[src/rtl/cpu_types_pkg.sv]
// Shared CPU types: BTB defaults and the packed BTB entry layout.
// Entry fields are sized for the widest legal configuration; narrower BTBs use the low bits.
package cpu_types_pkg;

    localparam int BTB_ENTRIES_DEF  = 16;
    localparam int BTB_CTR_BITS_DEF = 2;
    localparam int BTB_TAG_W_MAX    = 28;
    localparam int BTB_CTR_W_MAX    = 8;

    typedef struct packed {
        logic                     valid;
        logic [BTB_TAG_W_MAX-1:0] tag;
        logic [BTB_CTR_W_MAX-1:0] ctr;
        logic [31:0]              target;
    } btb_entry_t;

endpackage

[src/rtl/sat_counter.sv]
// Saturating up/down counter next-state logic; holds at all-ones and at zero.
module sat_counter #(
    parameter int WIDTH = 2
) (
    input  logic [WIDTH-1:0] value,
    input  logic             inc,
    input  logic             dec,
    input  logic             en,
    output logic [WIDTH-1:0] next
);

    // Next value; conflicting inc/dec requests leave the count unchanged
    always_comb begin
        next = value;
        if (en && inc && !dec) begin
            if (value != {WIDTH{1'b1}}) begin
                next = value + WIDTH'(1);
            end else begin
                next = value;
            end
        end else if (en && dec && !inc) begin
            if (value != {WIDTH{1'b0}}) begin
                next = value - WIDTH'(1);
            end else begin
                next = value;
            end
        end else begin
            next = value;
        end
    end

endmodule

[src/rtl/btb_predictor.sv]
// Direct-mapped branch target buffer with per-entry saturating direction counters.
// Lookup is combinational off the stored state; updates land on the next rising edge.
module btb_predictor
    import cpu_types_pkg::*;
#(
    parameter  int ENTRIES  = BTB_ENTRIES_DEF,
    parameter  int CTR_BITS = BTB_CTR_BITS_DEF,
    localparam int IDX_W    = $clog2(ENTRIES),
    localparam int TAG_W    = 30 - IDX_W
) (
    input  logic             CLK,
    input  logic             nRST,
    input  logic [31:0]      lookup_pc,
    output logic             pred_hit,
    output logic             pred_taken,
    output logic [31:0]      pred_target,
    output logic [IDX_W-1:0] pred_index,
    input  logic             upd_valid,
    input  logic [31:0]      upd_pc,
    input  logic             upd_taken,
    input  logic [31:0]      upd_target,
    input  logic             upd_mispredict,
    input  logic             flush,
    output logic [15:0]      miss_count
);

    localparam logic [CTR_BITS-1:0] WEAK_TAKEN = CTR_BITS'(1) << (CTR_BITS - 1);

    btb_entry_t entries_r [ENTRIES];

    logic [IDX_W-1:0]    lk_idx_s;
    logic [TAG_W-1:0]    lk_tag_s;
    btb_entry_t          lk_entry_s;
    logic [IDX_W-1:0]    up_idx_s;
    logic [TAG_W-1:0]    up_tag_s;
    btb_entry_t          up_entry_s;
    logic                up_hit_s;
    logic [CTR_BITS-1:0] ctr_next_s;
    logic                wr_en_s;
    btb_entry_t          wr_entry_s;
    logic                unused_s;

    assign lk_idx_s   = lookup_pc[IDX_W+1:2];
    assign lk_tag_s   = lookup_pc[31:IDX_W+2];
    assign lk_entry_s = entries_r[lk_idx_s];
    assign up_idx_s   = upd_pc[IDX_W+1:2];
    assign up_tag_s   = upd_pc[31:IDX_W+2];
    assign up_entry_s = entries_r[up_idx_s];
    assign up_hit_s   = up_entry_s.valid && (up_entry_s.tag == BTB_TAG_W_MAX'(up_tag_s));
    assign unused_s   = ^{upd_pc[1:0], lk_entry_s.ctr, up_entry_s.ctr};

    // Lookup reads stored state only, so a same-cycle update is not visible until the next edge
    always_comb begin
        pred_index = lk_idx_s;
        pred_hit   = lk_entry_s.valid && (lk_entry_s.tag == BTB_TAG_W_MAX'(lk_tag_s));
        pred_taken = pred_hit && lk_entry_s.ctr[CTR_BITS-1];
        if (pred_taken) begin
            pred_target = lk_entry_s.target;
        end else begin
            pred_target = lookup_pc + 32'd4;
        end
    end

    sat_counter #(
        .WIDTH (CTR_BITS)
    ) u_sat_counter (
        .value (up_entry_s.ctr[CTR_BITS-1:0]),
        .inc   (upd_taken),
        .dec   (!upd_taken),
        .en    (up_hit_s),
        .next  (ctr_next_s)
    );

    // Write-port request: train on a hit, allocate only on a taken miss, never while flushing
    always_comb begin
        wr_en_s    = 1'b0;
        wr_entry_s = up_entry_s;
        if (upd_valid && !flush) begin
            if (up_hit_s) begin
                wr_en_s                       = 1'b1;
                wr_entry_s.ctr                = '0;
                wr_entry_s.ctr[CTR_BITS-1:0]  = ctr_next_s;
                if (upd_taken) begin
                    wr_entry_s.target = upd_target;
                end else begin
                    wr_entry_s.target = up_entry_s.target;
                end
            end else if (upd_taken) begin
                wr_en_s                       = 1'b1;
                wr_entry_s.valid              = 1'b1;
                wr_entry_s.tag                = BTB_TAG_W_MAX'(up_tag_s);
                wr_entry_s.ctr                = '0;
                wr_entry_s.ctr[CTR_BITS-1:0]  = WEAK_TAKEN;
                wr_entry_s.target             = upd_target;
            end else begin
                wr_en_s = 1'b0;
            end
        end else begin
            wr_en_s = 1'b0;
        end
    end

    // Entry storage: flush clears every valid bit and suppresses the write
    always_ff @(posedge CLK or negedge nRST) begin
        if (!nRST) begin
            for (int i = 0; i < ENTRIES; i++) begin
                entries_r[i] <= '0;
            end
        end else if (flush) begin
            for (int i = 0; i < ENTRIES; i++) begin
                entries_r[i].valid <= 1'b0;
            end
        end else if (wr_en_s) begin
            entries_r[up_idx_s] <= wr_entry_s;
        end
    end

    // Mispredict statistics survive flush and stick at all-ones
    always_ff @(posedge CLK or negedge nRST) begin
        if (!nRST) begin
            miss_count <= 16'h0000;
        end else if (upd_valid && upd_mispredict && (miss_count != 16'hFFFF)) begin
            miss_count <= miss_count + 16'd1;
        end
    end

endmodule

[config.mk]
export PLATFORM = sky130hd
export DESIGN_NAME = btb_predictor
export DESIGN_NICKNAME = d
export VERILOG_FILES = /design/src/rtl/cpu_types_pkg.sv /design/src/rtl/sat_counter.sv /design/src/rtl/btb_predictor.sv
export SDC_FILE = /design/constraint.sdc
export NUM_CORES = 2
export LEC_CHECK = 0
export BUFFER_PORTS_ARGS = -buffer_cell sky130_fd_sc_hd__buf_2
export CELL_PAD_IN_SITES_DETAIL_PLACEMENT = 1
export CELL_PAD_IN_SITES_GLOBAL_PLACEMENT = 2
export CORE_ASPECT_RATIO = 0.5
export CORE_MARGIN = 2
export CORE_UTILIZATION = 30
export CTS_CLUSTER_DIAMETER = 60
export DETAILED_ROUTE_END_ITERATION = 12
export PLACE_DENSITY = 0.58
export SETUP_SLACK_MARGIN = 0.02
export SLEW_MARGIN = 0
export SYNTH_ARGS = -nofsm -noshare
export SYNTH_HDL_FRONTEND = slang
export SYNTH_SLANG_ARGS = --single-unit
[constraint.sdc]
create_clock -name CLK -period 4.4 [get_ports CLK]
set_input_delay 0.44 -clock CLK [delete_from_list [all_inputs] [get_ports CLK]]
set_output_delay 0.44 -clock CLK [all_outputs]
set_load 0.02 [all_outputs]
==> flow_metrics.tcl <==
set metrics [dict create \
    detail_route.first_pass.iterations 5 \
    gpl.final_weighted_congestion 0.812 \
    power_density_nw_per_um2 449 \
    power.ir.vdd_worst_mv 0.335 \
    hold_path_class "input port to flop" \
    number_of_antenna_violations_at_the_first_check_in_global_routing 5 \
    synth_async_sr_flop_share_pct 100 \
    endpoints_failing_setup 33 \
    placementRows 110 \
    timing.critical_path.from_type "flop" \
    final_max_slew_viol_count 0 \
    clk_latency_ns 0.75 \
    via_count 39200 \
    tritoncts "yes" \
    finalNetCount 4870 \
    synth.net_count 4607 \
    ys_types 70 \
    tightestPinTransition_ns 1.13 \
    clock-root-buffer "sky130_fd_sc_hd__clkbuf_16" \
    placement.setup.worst_slack_ns -0.510 \
    post-route-period-util_pct 111 \
    fin_worst_skew_ns 0.0343 \
    yosys_most_used_dff "sky130_fd_sc_hd__dfrtp_1" \
    grt_pass1_wl_um 302000 \
    post_drt_wl_per_cell_um 27.7 \
    number_of_buffers_inserted_during_clock_tree_synthesis 110 \
    failed_checks "setup timing" \
    min_period_ns 4.88 \
    drt-initial-drc-count 2680 \
    ios 156 \
    initial_utilization_pct 30.1 \
    cp.buffers_inverters 4 \
    number_of_enable_type_register_cells_in_the_synthesized_netlist 0 \
    hpwl_um 136000 \
    end_kind "output pin" \
    timing_worst_setup_path_type "flop to output pin" \
    die-height_um 304 \
    outcome "complete, but fails checks" \
    synth.ff_latch_count 1024 \
    cp.arrival_ns 4.44 \
    ys.warnings.count 0 \
    cap_viol_max_count 0 \
    final_layout_size_suffix_gt1_share_pct 32.7 \
    die_x_um 605 \
    path_clk_slew_ns 0.06 \
    cp_cell_sequence "mux4_2, nor2b_4, a211oi_2, a21oi_4, xor2_1, or4_4, or4_4, nor4b_4, buf_4, buf_12, buf_6, mux2_4, buf_6" \
    setup_slack_ns -0.478 \
    die-area_sq_um 184000 \
    grt_util_all_layers_pct 22.1 \
    synth-seq-area-share_pct 47.3 \
    route.detailed.drc 0 \
    rsz0062_at_grt "true" \
    diodes 0 \
    number_of_global_route_vias_before_repair 42700 \
    p_leak_nw 28.2 \
    final_antenna_net_count 0 \
    cpMaxStageDelayCell "sky130_fd_sc_hd__or4_4" \
    grt.overflow.total 0 \
    synth_area_per_cell_sq_um 12.0 \
    worst_ep_required_time_ns 3.96 \
    clockBufferDepth 3 \
    timing.critical_path.slowest_cell_delay_ns 0.54 \
    core_sq_um 180000 \
    cts_sinks 1024 \
    timing.critical_path.max_delay_family "simple AND/OR/NAND/NOR gates" \
    area_growth_syn_to_layout_pct 20.4 \
    finalHoldViolations 0 \
    timing.max_slew.rel_slack_pct 24.4 \
    portBuffers 153 \
    cts_htree_levels 3 \
    path_max_fanout 8 \
    synth_cells 4503 \
    mappedNetlistArea_sq_um 54100 \
    post_layout_power_mw 29.3 \
    vias_per_cell 5.39 \
    grt_start_max_net_pins 149 \
    routed_wirelength_um 201000 \
    max_freq_mhz 205 \
]
[flip-flops by register name, summed over array words and instances, names as in the netlist]
| signal | flops |
|---|---|
| miss_count | 16 |
| entries_r | 1008 |
[per-layer routing]
metal / GRT usage, % / up-vias / wire [um]
met3: 2.40 / 230 / 5920
met2: 36.4 / 697 / 96300
li1: - / 17000 / -
met4: 4.43 / 0 / 4050
met1: 31.6 / 21200 / 95100
met5: 0 / - / 0
[logic make-up (layout without fill, tap and decap cells)]
group,count (synthesis),after routing,share of synthesized area (%)
AO/OA/AOI/OAI,967,967,9.46
multiplexers,872,872,29.1
adder cells (fa/ha/maj),3,3,0.0647
XOR/XNOR,99,99,1.60
AND/OR/NAND/NOR,1094,1094,8.61
buffers and inverters,444,802,3.84
flip-flops,1024,1024,47.3
[cells in the mapped netlist, drive strengths merged, types with 4 or more instances]
cell type  instances  area share (%)
a221oi             6           0.097
a22oi             10            0.14
nor2             797             5.5
clkbuf           153             1.1
nand2b            12            0.14
mux2i            142             2.7
nand4             12            0.14
dfrtp           1024              47
and3              14            0.16
nor2b             59            0.68
mux2             191             4.0
nor3              15            0.17
nand3             24            0.22
xor2              46            0.74
nor4              11            0.28
o21ai             94            0.87
xnor2             53            0.86
o22ai              7           0.081
a21oi            788             7.4
buf              275             2.7
or4                4           0.055
inv               15            0.10
a21o              16            0.22
nand2            125            0.87
a211oi            20            0.28
a2bb2oi            4           0.065
nor3b              4           0.065
mux4             539              22
[final timing paths]
path,endpoint,slack (ns),cells after the start,from
min in group asynchronous,entries_r[515],0.23,2,nRST
max in group asynchronous,entries_r[913],2.87,3,nRST
hold / removal,entries_r[1061],0.09,3,upd_target[26]
setup reg to reg,entries_r[424],0.34,14,entries_r[255]
setup / recovery,pred_target[1],-0.48,13,entries_r[747]
hold reg to reg,entries_r[677],0.50,2,entries_r[677]
[area by class of cell]
| type | instances | area, sq um |
|---|---|---|
| clock inverters | 53 | 694 |
| well taps | 2408 | 3010 |
| flip-flops and latches | 1024 | 25600 |
| inverters | 16 | 60.1 |
| repair buffers | 579 | 5730 |
| fillers | 19100 | 114000 |
| clock buffers | 154 | 3220 |
| multi-input cells | 3035 | 26800 |
[per-stage QoR]
stage	hold WS (ns)	std cells	util (%)	TNS (ns)	area, sq um
CTS	0.0411	7265	36.2	-12.79	65000
detailed placement	0.400	7047	33.7	-44.95	60600
global route	0.0833	7269	36.3	-17.24	65200
global placement	0.399	7047	33.7	-65.37	60600
finish	0.0941	7269	36.3	-12.68	65200
floorplan	0.144	4503	-	0	54100
[layout by cell type, fill, tap and decap left out, types with 29 or more instances in the layout]
cell type,instances
sky130_fd_sc_hd__a21oi_1,772
sky130_fd_sc_hd__dfrtp_1,1024
sky130_fd_sc_hd__buf_12,116
sky130_fd_sc_hd__mux2_2,188
sky130_fd_sc_hd__buf_2,112
sky130_fd_sc_hd__xor2_1,46
sky130_fd_sc_hd__buf_6,29
sky130_fd_sc_hd__nand2_1,108
sky130_fd_sc_hd__nor2_1,795
sky130_fd_sc_hd__xnor2_1,53
sky130_fd_sc_hd__o21ai_0,66
sky130_fd_sc_hd__mux4_2,539
sky130_fd_sc_hd__clkbuf_16,112
sky130_fd_sc_hd__buf_4,308
sky130_fd_sc_hd__nor2b_1,58
sky130_fd_sc_hd__mux2i_1,131
[report_power, final]
group / switching [mW] / total, mW / leakage [nW] / internal (mW)
clock network: 4.35 / 10.2 / 1.93 / 5.90
logic: 3.39 / 6.70 / 12.9 / 3.30
registers: 1.31 / 12.3 / 13.3 / 11.0
[tightest hold or removal path, stage by stage]
cell	delay, ns
sky130_fd_sc_hd__buf_2	0.08
sky130_fd_sc_hd__mux2i_1	0.11
sky130_fd_sc_hd__a21oi_1	0.16
[what timing repair did]
item	4_1_cts	5_1_grt
resized for setup	128	40
endpoints found under the hold margin	29	0
pin swaps	6	1
buffers inserted	6	7
cloned	2	0
endpoints found under the setup margin	34	36
hold buffers	3	0
No activity file was read; power rests on OpenSTA's default activity.
